### src/rtl/vga_frame_pipeline.sv
// vga_frame_pipeline: parametrised VGA timing generator and pixel pipeline.
//
// Generates h/v timing, a linear frame-buffer address and pixel coordinates.
// It selects one of NUM_MODES colour channels using the mode latched at frame
// start, and delays sync/blank so they line up with the channel read latency
// PIPE_LAT.
//
// Optional feature: define VGA_TEST_PATTERN_EN to build an 8-bar colour test
// pattern, selected when the latched mode equals NUM_MODES.
//
// Ports:
//   iVGA_CLK      pixel clock
//   iRST          synchronous active-high reset
//   iMODE         requested screen mode, sampled at (h,v)=(0,0)
//   iRGB          NUM_MODES packed BGR channels, channel k at [24k+23:24k]
//   oADDR         linear pixel address y*H_ACTIVE+x (holds during blanking)
//   oX, oY        pixel coordinates
//   oACTIVE       oX/oY/oADDR refer to a visible pixel
//   oFRAME_START  one-cycle pulse for pixel (0,0)
//   oFRAME_CNT    frame counter, wraps
//   oMODE         mode latched for the current frame
//   oHS, oVS      active-low syncs, aligned with the colour outputs
//   oBLANK_n      high in the visible area, aligned with the colour outputs
//   oB, oG, oR    output colour
module vga_frame_pipeline #(
  parameter int unsigned H_ACTIVE  = 640,
  parameter int unsigned H_FP      = 16,
  parameter int unsigned H_SYNC    = 96,
  parameter int unsigned H_BP      = 48,
  parameter int unsigned V_ACTIVE  = 480,
  parameter int unsigned V_FP      = 10,
  parameter int unsigned V_SYNC    = 2,
  parameter int unsigned V_BP      = 33,
  parameter int unsigned ADDR_W    = 19,
  parameter int unsigned NUM_MODES = 4,
  parameter int unsigned MODE_W    = 3,
  parameter int unsigned PIPE_LAT  = 2
) (
  input  logic                      iVGA_CLK,
  input  logic                      iRST,
  input  logic [MODE_W-1:0]         iMODE,
  input  logic [NUM_MODES*24-1:0]   iRGB,
  output logic [ADDR_W-1:0]         oADDR,
  output logic [9:0]                oX,
  output logic [9:0]                oY,
  output logic                      oACTIVE,
  output logic                      oFRAME_START,
  output logic [15:0]               oFRAME_CNT,
  output logic [MODE_W-1:0]         oMODE,
  output logic                      oHS,
  output logic                      oVS,
  output logic                      oBLANK_n,
  output logic [7:0]                oB,
  output logic [7:0]                oG,
  output logic [7:0]                oR
);

  localparam int unsigned H_TOTAL      = H_ACTIVE + H_FP + H_SYNC + H_BP;
  localparam int unsigned V_TOTAL      = V_ACTIVE + V_FP + V_SYNC + V_BP;
  localparam int unsigned H_W          = $clog2(H_TOTAL);
  localparam int unsigned V_W          = $clog2(V_TOTAL);
  localparam int unsigned H_SYNC_START = H_ACTIVE + H_FP;
  localparam int unsigned H_SYNC_END   = H_SYNC_START + H_SYNC;
  localparam int unsigned V_SYNC_START = V_ACTIVE + V_FP;
  localparam int unsigned V_SYNC_END   = V_SYNC_START + V_SYNC;
  localparam int unsigned DLY          = PIPE_LAT + 2;

  logic [H_W-1:0]    h;
  logic [V_W-1:0]    v;
  logic              h_last_c;
  logic              v_last_c;
  logic              visible_c;
  logic              origin_c;
  logic              hs_c;
  logic              vs_c;
  logic [ADDR_W-1:0] addr_nxt;
  logic [MODE_W-1:0] mode_q;
  logic [15:0]       frame_cnt;
  logic [DLY-1:0]    hs_d;
  logic [DLY-1:0]    vs_d;
  logic [DLY-1:0]    blank_d;
  logic [MODE_W-1:0] mode_d [PIPE_LAT];
  logic [MODE_W-1:0] mode_sel_c;
  logic [23:0]       colour_c;
  logic [23:0]       rgb_q;

  // Raw timing decode from the current counter values
  always_comb begin
    h_last_c  = (h == H_W'(H_TOTAL - 1));
    v_last_c  = (v == V_W'(V_TOTAL - 1));
    visible_c = (h < H_W'(H_ACTIVE)) && (v < V_W'(V_ACTIVE));
    origin_c  = (h == '0) && (v == '0);
    hs_c      = !((h >= H_W'(H_SYNC_START)) && (h < H_W'(H_SYNC_END)));
    vs_c      = !((v >= V_W'(V_SYNC_START)) && (v < V_W'(V_SYNC_END)));
  end

  // Horizontal and vertical counters
  always_ff @(posedge iVGA_CLK) begin
    if (iRST) begin
      h <= '0;
      v <= '0;
    end else if (h_last_c) begin
      h <= '0;
      v <= v_last_c ? '0 : v + V_W'(1);
    end else begin
      h <= h + H_W'(1);
    end
  end

  // Coordinates and incremental address; addr_nxt is the next visible address
  always_ff @(posedge iVGA_CLK) begin
    if (iRST) begin
      oX           <= '0;
      oY           <= '0;
      oACTIVE      <= 1'b0;
      oFRAME_START <= 1'b0;
      oADDR        <= '0;
      addr_nxt     <= '0;
    end else begin
      oX           <= 10'(h);
      oY           <= 10'(v);
      oACTIVE      <= visible_c;
      oFRAME_START <= origin_c;
      if (origin_c) begin
        oADDR    <= '0;
        addr_nxt <= ADDR_W'(1);
      end else if (visible_c) begin
        oADDR    <= addr_nxt;
        addr_nxt <= addr_nxt + ADDR_W'(1);
      end
    end
  end

  // Frame-start mode latch and frame counter
  always_ff @(posedge iVGA_CLK) begin
    if (iRST) begin
      mode_q    <= '0;
      frame_cnt <= '0;
    end else if (origin_c) begin
      mode_q    <= iMODE;
      frame_cnt <= frame_cnt + 16'd1;
    end
  end

  assign oMODE      = mode_q;
  assign oFRAME_CNT = frame_cnt;

  // Sync/blank shift registers; reset loads the blank state into every stage
  always_ff @(posedge iVGA_CLK) begin
    if (iRST) begin
      hs_d    <= '1;
      vs_d    <= '1;
      blank_d <= '0;
    end else begin
      hs_d    <= {hs_d[DLY-2:0], hs_c};
      vs_d    <= {vs_d[DLY-2:0], vs_c};
      blank_d <= {blank_d[DLY-2:0], visible_c};
    end
  end

  // Mode delay so the mux switches exactly on the first pixel of a frame
  always_ff @(posedge iVGA_CLK) begin
    if (iRST) begin
      for (int i = 0; i < PIPE_LAT; i++) mode_d[i] <= '0;
    end else begin
      mode_d[0] <= mode_q;
      for (int i = 1; i < PIPE_LAT; i++) mode_d[i] <= mode_d[i-1];
    end
  end

  assign mode_sel_c = mode_d[PIPE_LAT-1];

`ifdef VGA_TEST_PATTERN_EN
  localparam int unsigned BAR_W    = H_ACTIVE / 8;
  localparam int unsigned BAR_PX_W = (BAR_W > 1) ? $clog2(BAR_W) : 1;

  logic [BAR_PX_W-1:0] bar_px;
  logic [2:0]          bar_idx;
  logic [2:0]          bar_d [PIPE_LAT+1];

  // Bar index tracked alongside h, avoiding a divider
  always_ff @(posedge iVGA_CLK) begin
    if (iRST) begin
      bar_px  <= '0;
      bar_idx <= '0;
    end else if (h_last_c) begin
      bar_px  <= '0;
      bar_idx <= '0;
    end else if (bar_px == BAR_PX_W'(BAR_W - 1)) begin
      bar_px  <= '0;
      bar_idx <= bar_idx + 3'd1;
    end else begin
      bar_px  <= bar_px + BAR_PX_W'(1);
    end
  end

  // Bar index delayed to the colour-mux cycle
  always_ff @(posedge iVGA_CLK) begin
    if (iRST) begin
      for (int i = 0; i <= PIPE_LAT; i++) bar_d[i] <= '0;
    end else begin
      bar_d[0] <= bar_idx;
      for (int i = 1; i <= PIPE_LAT; i++) bar_d[i] <= bar_d[i-1];
    end
  end
`endif

  // Channel select; unknown modes give black
  always_comb begin
    colour_c = '0;
    for (int k = 0; k < NUM_MODES; k++) begin
      if (mode_sel_c == MODE_W'(k)) colour_c = iRGB[24*k +: 24];
    end
`ifdef VGA_TEST_PATTERN_EN
    if (mode_sel_c == MODE_W'(NUM_MODES)) begin
      colour_c = {{8{bar_d[PIPE_LAT][2]}}, {8{bar_d[PIPE_LAT][1]}},
                  {8{bar_d[PIPE_LAT][0]}}};
    end
`endif
  end

  // Output colour register, forced black outside the visible area
  always_ff @(posedge iVGA_CLK) begin
    if (iRST) rgb_q <= '0;
    else      rgb_q <= blank_d[PIPE_LAT] ? colour_c : 24'h000000;
  end

  assign oHS      = hs_d[DLY-1];
  assign oVS      = vs_d[DLY-1];
  assign oBLANK_n = blank_d[DLY-1];
  assign oB       = rgb_q[23:16];
  assign oG       = rgb_q[15:8];
  assign oR       = rgb_q[7:0];

endmodule
### config.mk
export PLATFORM = sky130hd
export DESIGN_NAME = vga_frame_pipeline
export DESIGN_NICKNAME = d
export VERILOG_FILES = /design/src/rtl/vga_frame_pipeline.sv
export SDC_FILE = /design/constraint.sdc
export NUM_CORES = 1
export LEC_CHECK = 0
export BUFFER_PORTS_ARGS = -buffer_cell sky130_fd_sc_hd__buf_2
export CORE_ASPECT_RATIO = 2
export CORE_MARGIN = 5
export CORE_UTILIZATION = 55
export CTS_CLUSTER_DIAMETER = 50
export DETAILED_ROUTE_END_ITERATION = 8
export PLACE_DENSITY = 0.95
export REMOVE_ABC_BUFFERS = 1
export SLEW_MARGIN = 20
export SYNTH_ARGS = -nofsm -noshare
export SYNTH_HDL_FRONTEND = slang
export SYNTH_SLANG_ARGS = --single-unit
### constraint.sdc
create_clock -name iVGA_CLK -period 3.7 [get_ports iVGA_CLK]
set_input_delay 0.925 -clock iVGA_CLK [delete_from_list [all_inputs] [get_ports iVGA_CLK]]
set_output_delay 0.925 -clock iVGA_CLK [all_outputs]
set_load 0.01 [all_outputs]
==> impl_summary.md, run 1 <==
Status
The run finished with clean final reports.

Synth
The mapped cell area is between 5000 and 6000 um^2. The share of flip-flops with an asynchronous set or reset after synthesis is 0. Among all flip-flop cells after synthesis, the most frequent one is dfxtp_1.

Synthesis inferred 140 register bits. The most area-hungry cell type in the Yosys netlist is dfxtp_1. In this run the mean area of a mapped cell was approximately 9.0 um^2. The number of enable flip-flop cells after synthesis is 0. The Yosys step of the flow raised 0 warnings. The number of distinct library cells after synthesis is 43. The post-synthesis instance total is 653. Yosys attributes the largest share of cell area to dfxtp_1, mux2_2, a21oi_1. Of the synthesized area, sequential elements account for 0.479. Of the post-synthesis cell area, the dominant cell type holds 0.479.

Routing
Across all layers, the routed design uses 5,559 vias. For this run, design rule violations remaining after detail routing come to 0. The first detailed-routing pass ran for 5 iterations.

Wires add up to around 17,000 um. The antenna violation net count after detailed routing is 0. The mean routed wirelength per cell is 17.3 um. The via count normalized by instance count is 5.75. The number of DRC markers in iteration 0 is 360.

Finish
The number of inserted filler cells in the final layout is about 820. The area added between synthesis and finish is 27.1%. Summing all non-filler instances in the final layout gives an area of 7440 um^2. The number of antenna diodes in the final layout is 0. In the final design database the tool counted 924 nets.

In the final layout, the share of cells above drive strength 1 is 0.323.

Worst setup path
The worst path buffer plus inverter count is 0. The cell family contributing the most delay on the critical path is simple AND/OR/NAND/NOR gates. The signal arrival time at the worst endpoint is 2830 ps. The worst setup path is of the register to register kind. The worst setup path is launched from a register.

The maximum fanout encountered on the critical timing path is 34. The critical path required time is about 4000 ps. The largest individual stage delay along the critical path comes from the cell or4_1.

STA classifies the critical path endpoint as a register. In this design, the stage delay of the slowest critical-path cell is 810 ps. The signal on the critical path passes through o21ai_1, nand3_1, or4_1, a21oi_1.

CTS
The number of hold buffers added after CTS was 0. The clock edge transition at the registers on the reported setup and hold paths is about 60 ps. Buffers added to address setup during post-CTS repair amount to 0. In this run, post-CTS repair resized a total of 0 instances. The library cell used as clock root buffer is clkbuf_16.

In this run the number of H-tree levels came out at 4. The total CTS buffers is 17. The clock insertion delay at the later pin of the skew report is 410 ps. The clock tree from TritonCTS is built. The buffer levels on the longest clock path is 2. For this design, the sink count on the clock tree is 140.

GRT
Entering global routing, the biggest net connects 45 pins. The number of global-route vias before repair is 5,362. The global-route total usage across every layer is 0.249. The first global-routing pass estimated ~26,000 um of wire. The overflow left after global routing is 0.

The number of antenna violations at the first check in global routing came to 0.

Placement
The number of buffers added on ports is 187. The global placement routability congestion is ~0.92. Timing analysis after detailed placement gives a worst setup slack of 1290 ps. Detailed placement finished with a half-perimeter wire length of ~12,000 um. The post-detailed-placement cell area is approximately 6800 um^2.

STA
The largest clock skew in the final design is 7.81 ps. The count of pins over their slew limit is 0. Setup violations remaining at the end of the flow were counted as 0. Hold timing on the final database bottoms out at a slack of just over 400 ps. The relative slew slack is 0.282. The share of the clock period used by the worst path after layout is 0.675. The number of hold-slack violations in the final timing report is 0. The worst path needs 2500 ps of the cycle, external delays included. Once routing completed, OpenROAD measured the worst setup slack at 1200 ps. In the final timing run, aggregate negative setup slack is 0 ps. The slew at the pin closest to its max-slew limit is 1070 ps.

Based on the critical path, the design can be clocked at up to 0.400 GHz. Setup repair after global routing left no endpoint under its margin.

Floorplan
The placement row count is 53. The effective utilization at floorplan is 0.559. During I/O placement, the number of pins put on the boundary was 188. The die covers 12,900 um^2. The core region is 10,500 um^2.

From bottom edge to top edge, the die measures ~160 um. The die is between 80 and 90 um wide.

Power and ir drop
The switching power as a share of total power is 0.214. The maximum vdd ir drop is 0.368 mV. Summed over all cells, the static leakage comes to 3.11 nW. In this run the power spent charging and discharging nets is 768 uW. The part of the power in combinational logic is 0.062. The part of the total power dissipated in sequential elements is 0.434. The part of the power in the clock network is 0.504.

Power spread over the standard cell area amounts to between 400 and 500 nW/um^2. The internal power of the cells totals ~2.8 mW.

Job
The tool flagged a number of max-cap violations equal to 0.

Min path
The classification of the worst-slack hold path is register to register.
## placed cells by master (no fill, tap or decap), types with 26 or more instances in the layout
cell type | netlist | routed
a21oi_1 | 57 | 57
buf_2 | 16 | 187
dfxtp_1 | 140 | 140
mux2_2 | 26 | 26
nand2_1 | 53 | 53
nand3_1 | 27 | 27
nor2_1 | 56 | 56
nor2b_1 | 27 | 27
o21ai_0 | 33 | 33
## worst paths after layout
kind         startpoint            to  slack [ps]  cells past startpoint
max reg2reg        h[8]  addr_nxt[11]        1200                      4
min reg2reg     hs_d[1]       hs_d[2]         410                      1
min             hs_d[1]       hs_d[2]         410                      1
max                h[8]  addr_nxt[11]        1200                      4
## synthesized netlist by cell type (24+ instances only)
cell / n
nand2_1: 53
dfxtp_1: 140
o22ai_1: 24
nor2_1: 56
nor2b_1: 27
clkbuf_1: 27
nand3_1: 27
o31ai_1: 24
or4_1: 24
a21oi_1: 57
mux2_2: 26
o21ai_0: 33
## layer usage
layer  part of all wire  GRT usage  up-vias
li1                   -          -     2670
met1               0.36      0.261     2621
met2               0.55      0.465      221
met3              0.052     0.0560       47
met4              0.030      0.117        0
met5                  0          0        -
## cells by family (layout without fill, tap and decap cells)
logic type | Yosys count | count (layout) | share of synthesized area
flops | 140 | 140 | 0.479
mux | 26 | 26 | 0.0500
compound gates | 143 | 143 | 0.140
xor+xnor | 17 | 17 | 0.0254
fa+ha+maj | 6 | 6 | 0.0128
buf+inv | 59 | 235 | 0.0427
simple gates | 262 | 262 | 0.250
## through the flow
step	total power, mW	utilization	std cells
after floorplan	1.69	-	604
after global placement	1.79	0.650	935
after detailed placement	1.80	0.650	935
after CTS	3.60	0.710	966
after global routing	3.70	0.710	966
final	3.58	0.710	966
## final cells by class
cell class              count  area [um^2]  area share
repair buffers            194          988       0.133
clock inverters            10          163      0.0219
flip-flops and latches    140         2800       0.377
inverters                  10         37.5     0.00504
clock buffers              21          470      0.0632
well taps                 137          171      0.0230
multi-input cells         454         2810       0.377
## state kept, by name, summed over array words and instances (netlist names)
name and flops:
mode_d 6, h 10, oFRAME_START 1, oADDR 19, oX 10, v 10, oMODE 3, blank_d 4
rgb_q 24, oFRAME_CNT 16, hs_d 4, oY 10, vs_d 4, addr_nxt 19
## power groups by stage
stage	Combinational, mW	Clock (mW)	Sequential [mW]
floorplan	0.0945	0	1.59
global placement	0.210	0	1.58
detailed placement	0.216	0	1.59
CTS	0.219	1.83	1.55
global route	0.240	1.90	1.56
finish	0.221	1.81	1.55
Note: power is estimated with default switching activity, not from simulation.
==> run 2: changes to the inputs <==
--- a/config.mk
+++ b/config.mk
@@ -8,10 +8,10 @@
 export BUFFER_PORTS_ARGS = -buffer_cell sky130_fd_sc_hd__buf_2
 export CORE_ASPECT_RATIO = 2
 export CORE_MARGIN = 5
-export CORE_UTILIZATION = 55
+export CORE_UTILIZATION = 51
 export CTS_CLUSTER_DIAMETER = 50
 export DETAILED_ROUTE_END_ITERATION = 8
-export PLACE_DENSITY = 0.95
+export PLACE_DENSITY = 0.91
 export REMOVE_ABC_BUFFERS = 1
 export SLEW_MARGIN = 20
 export SYNTH_ARGS = -nofsm -noshare
==> constraint.sdc (replaced) <==
create_clock -name iVGA_CLK -period 2.6 [get_ports iVGA_CLK]
set_input_delay 0.65 -clock iVGA_CLK [delete_from_list [all_inputs] [get_ports iVGA_CLK]]
set_output_delay 0.65 -clock iVGA_CLK [all_outputs]
set_load 0.01 [all_outputs]
==> run 2 against run 1 <==
  * Wire length fell by 5.1%
  * Cell count rose by 0.93%
  * Total power rose by 43%
  * Core utilization fell by 4.7 points
  * Global-route usage fell by 2.0 points
  * Fmax rose by 25%
  * Sequential share of layout area fell by 0.23 points
  * Clock power rose by 43%
  * Critical endpoint is now oFRAME_CNT[7]
  * Largest cell class unchanged
  * Highest routed layer unchanged
==> impl_summary.md, run 2 (synthesis gave the netlist of run 1 again) <==
Finish
More flip-flops sit in one register than any other, and that register is rgb_q. The share of final-layout standard cells stronger than drive strength 1 is 0.324. Compared with the post-synthesis result, the final layout area differs by 27.8%. The total inserted antenna cells is 0. After routing the design area is ~7500 um^2.

Leaving out fill and tap cells, the most frequent cell in the layout is buf_2. The register cell area after layout is 2800 um^2. In the layout the commonest cells are buf_2, dfxtp_1, a21oi_1. The total area of multi-input combinational cells is 2810 um^2. The register with the most flip-flops in the layout has 24 of them. The net count of the finished layout is ~930. Once layout is complete, the utilization of the core stands at 0.663. The number of inserted filler cells in the final layout is 918. The largest registers in the layout are rgb_q: 24 flops, addr_nxt: 19 flops, oADDR: 19 flops.

Routing
The total vias in the final route is 5,487. In the final routed layout, each cell accounts on average for 16.3 um. The DRC violation count after routing is 0. The number of iterations in the first detailed-routing pass is 5. The number of DRC markers in iteration 0 is between 300 and 400. The final wirelength is 15,900 um. Dividing the detail-routed via count by the number of cells gives 5.63.

The count of nets left with antenna violations once routing finished came out at 0.

Floorplan
Row generation in the floorplan step produced 55 rows. The full die area is 13,900 um^2. The initial utilization of the core area, before any placement, comes to 0.519. between 150 and 200 I/O pins were placed.

The core region is 11,300 um^2. In this run the horizontal extent of the chip is 85.8 um. From bottom edge to top edge, the die measures 162 um.

Worst setup path
For the worst setup path, the data required time is slightly below 3000 ps. The kind of start point of the critical path is a register. The startpoint of the most critical register-to-register path is v[7].

The type of element capturing the critical path is a register. The maximum fanout encountered on the critical timing path is 29. On the worst path, the slowest cell contributes a delay of 530 ps. The slowest stage of the critical path belongs to the cell or4_1. The critical path starts at v[7]. The signal arrival time at the worst endpoint is 2340 ps.

The signal on the critical path passes through nor4_4, nand4_2, buf_4, or4_1, a21oi_1. The worst setup path is of the register to register kind.

Power and ir drop
Power spread over the standard cell area amounts to 684 nW/um^2. Summed over all cells, the static leakage comes to 3.13 nW. The maximum vdd ir drop is approximately 0.53 mV.

STA
The total of endpoints with negative setup slack in the final report is 0. The number of hold-slack violations in the final timing report is 0. The largest clock skew in the final design is 7.67 ps. The worst pin sits at a relative slew slack of 0.494.

The count of pins over their slew limit is 0. Setup repair after global routing left no endpoint under its margin. Static timing analysis puts the maximum clock frequency at about 0.50 GHz. The share of the clock period used by the worst path after layout is 0.769. Counting I/O delays and the setup requirement, the final critical path takes between 1500 and 2000 ps. The final-layout setup total negative slack is 0 ps. The slew at the pin closest to its max-slew limit is 756 ps.

CTS
The total CTS buffers is 17. The clock tree from TritonCTS is built. The clock edge transition at the registers on the reported setup and hold paths is 60 ps. The tree is rooted in a clkbuf_16. The number of setup buffers added after CTS is 0. The buffer levels on the longest clock path is 2. The clock net in this run drives a total of 140 sinks. The H-tree generated during clock tree synthesis spans 4 levels. The total of hold buffers inserted after clock tree synthesis is 0. Post-CTS repair changed the size of 0 cells. At the later pin of the worst-skew pair, clock insertion delay measures 410 ps.

GRT
The global-route met3 utilization is 0.0551. Entering global routing, the biggest net connects 44 pins. The overflow left after global routing is 0. The number of antenna violations at the first check in global routing is 0.

For this run, global-route usage on met1 was measured as 0.238. The first-pass GRT wire length is 25,600 um. For this run, global-route usage on met2 was measured as 0.420. The number of global-route vias before repair is 5,387. The global-route total usage across every layer is 0.229. In this run the most used layer during global routing was met2.

Placement
The global placement routability congestion is 0.943. The number of buffers added on ports is 187. The post-detailed-placement half-perimeter wirelength is 11,600 um. In this run the cell area measured after placement is 6860 um^2.

Min path
The path class of the tightest hold or removal check is register to register. The origin of the worst min-delay path is hs_d[0].

Status
The flow ran to the end, and the final reports show no timing, DRC or antenna violations.

Job
The max-capacitance violation count is 0.
[run 2: cell type report]
type	instances	area share
inverters	10	0.00501
flip-flops and latches	140	0.374
well taps	142	0.0237
repair buffers	198	0.138
multi-input cells	454	0.375
clock buffers	20	0.0583
clock inverters	11	0.0257
[run 2: critical path: cells and delay by family, from the launching register on]
family,cells,cell delay (ps)
AOI/OAI and AO/OA,1,150
buffers and inverters,1,250
DFF,1,400
and+or+nand+nor,3,1130
[run 2: through the flow]
| stage | instances | worst slack, ps | power (mW) | hold WS [ps] |
|---|---|---|---|---|
| floorplan | 604 | 282 | 2.40 | 389 |
| global placement | 944 | 684 | 2.57 | 391 |
| detailed placement | 944 | 618 | 2.57 | 397 |
| CTS | 975 | 589 | 5.16 | 407 |
| global route | 975 | 455 | 5.31 | 421 |
| finish | 975 | 602 | 5.12 | 409 |
[run 2: path summary, 6_finish.rpt]
kind	to	slack [ps]	depth (start not counted)
worst min-delay path	hs_d[1]	410	1
worst max register to register	oFRAME_CNT[7]	600	5
worst max-delay path	oFRAME_CNT[7]	600	5
worst min register to register	hs_d[1]	410	1
[run 2: where the power goes]
part,total (mW),leakage [nW],switching [mW],internal [mW]
Clock,2.59,0.300,0.893,1.70
Sequential,2.21,1.13,0.0255,2.18
Combinational,0.323,1.69,0.173,0.150
[run 2: routing by layer]
metal,share of wire,vias up
li1,-,2672
met1,0.36,2545
met2,0.54,217
met3,0.060,53
met4,0.038,0
met5,0,-
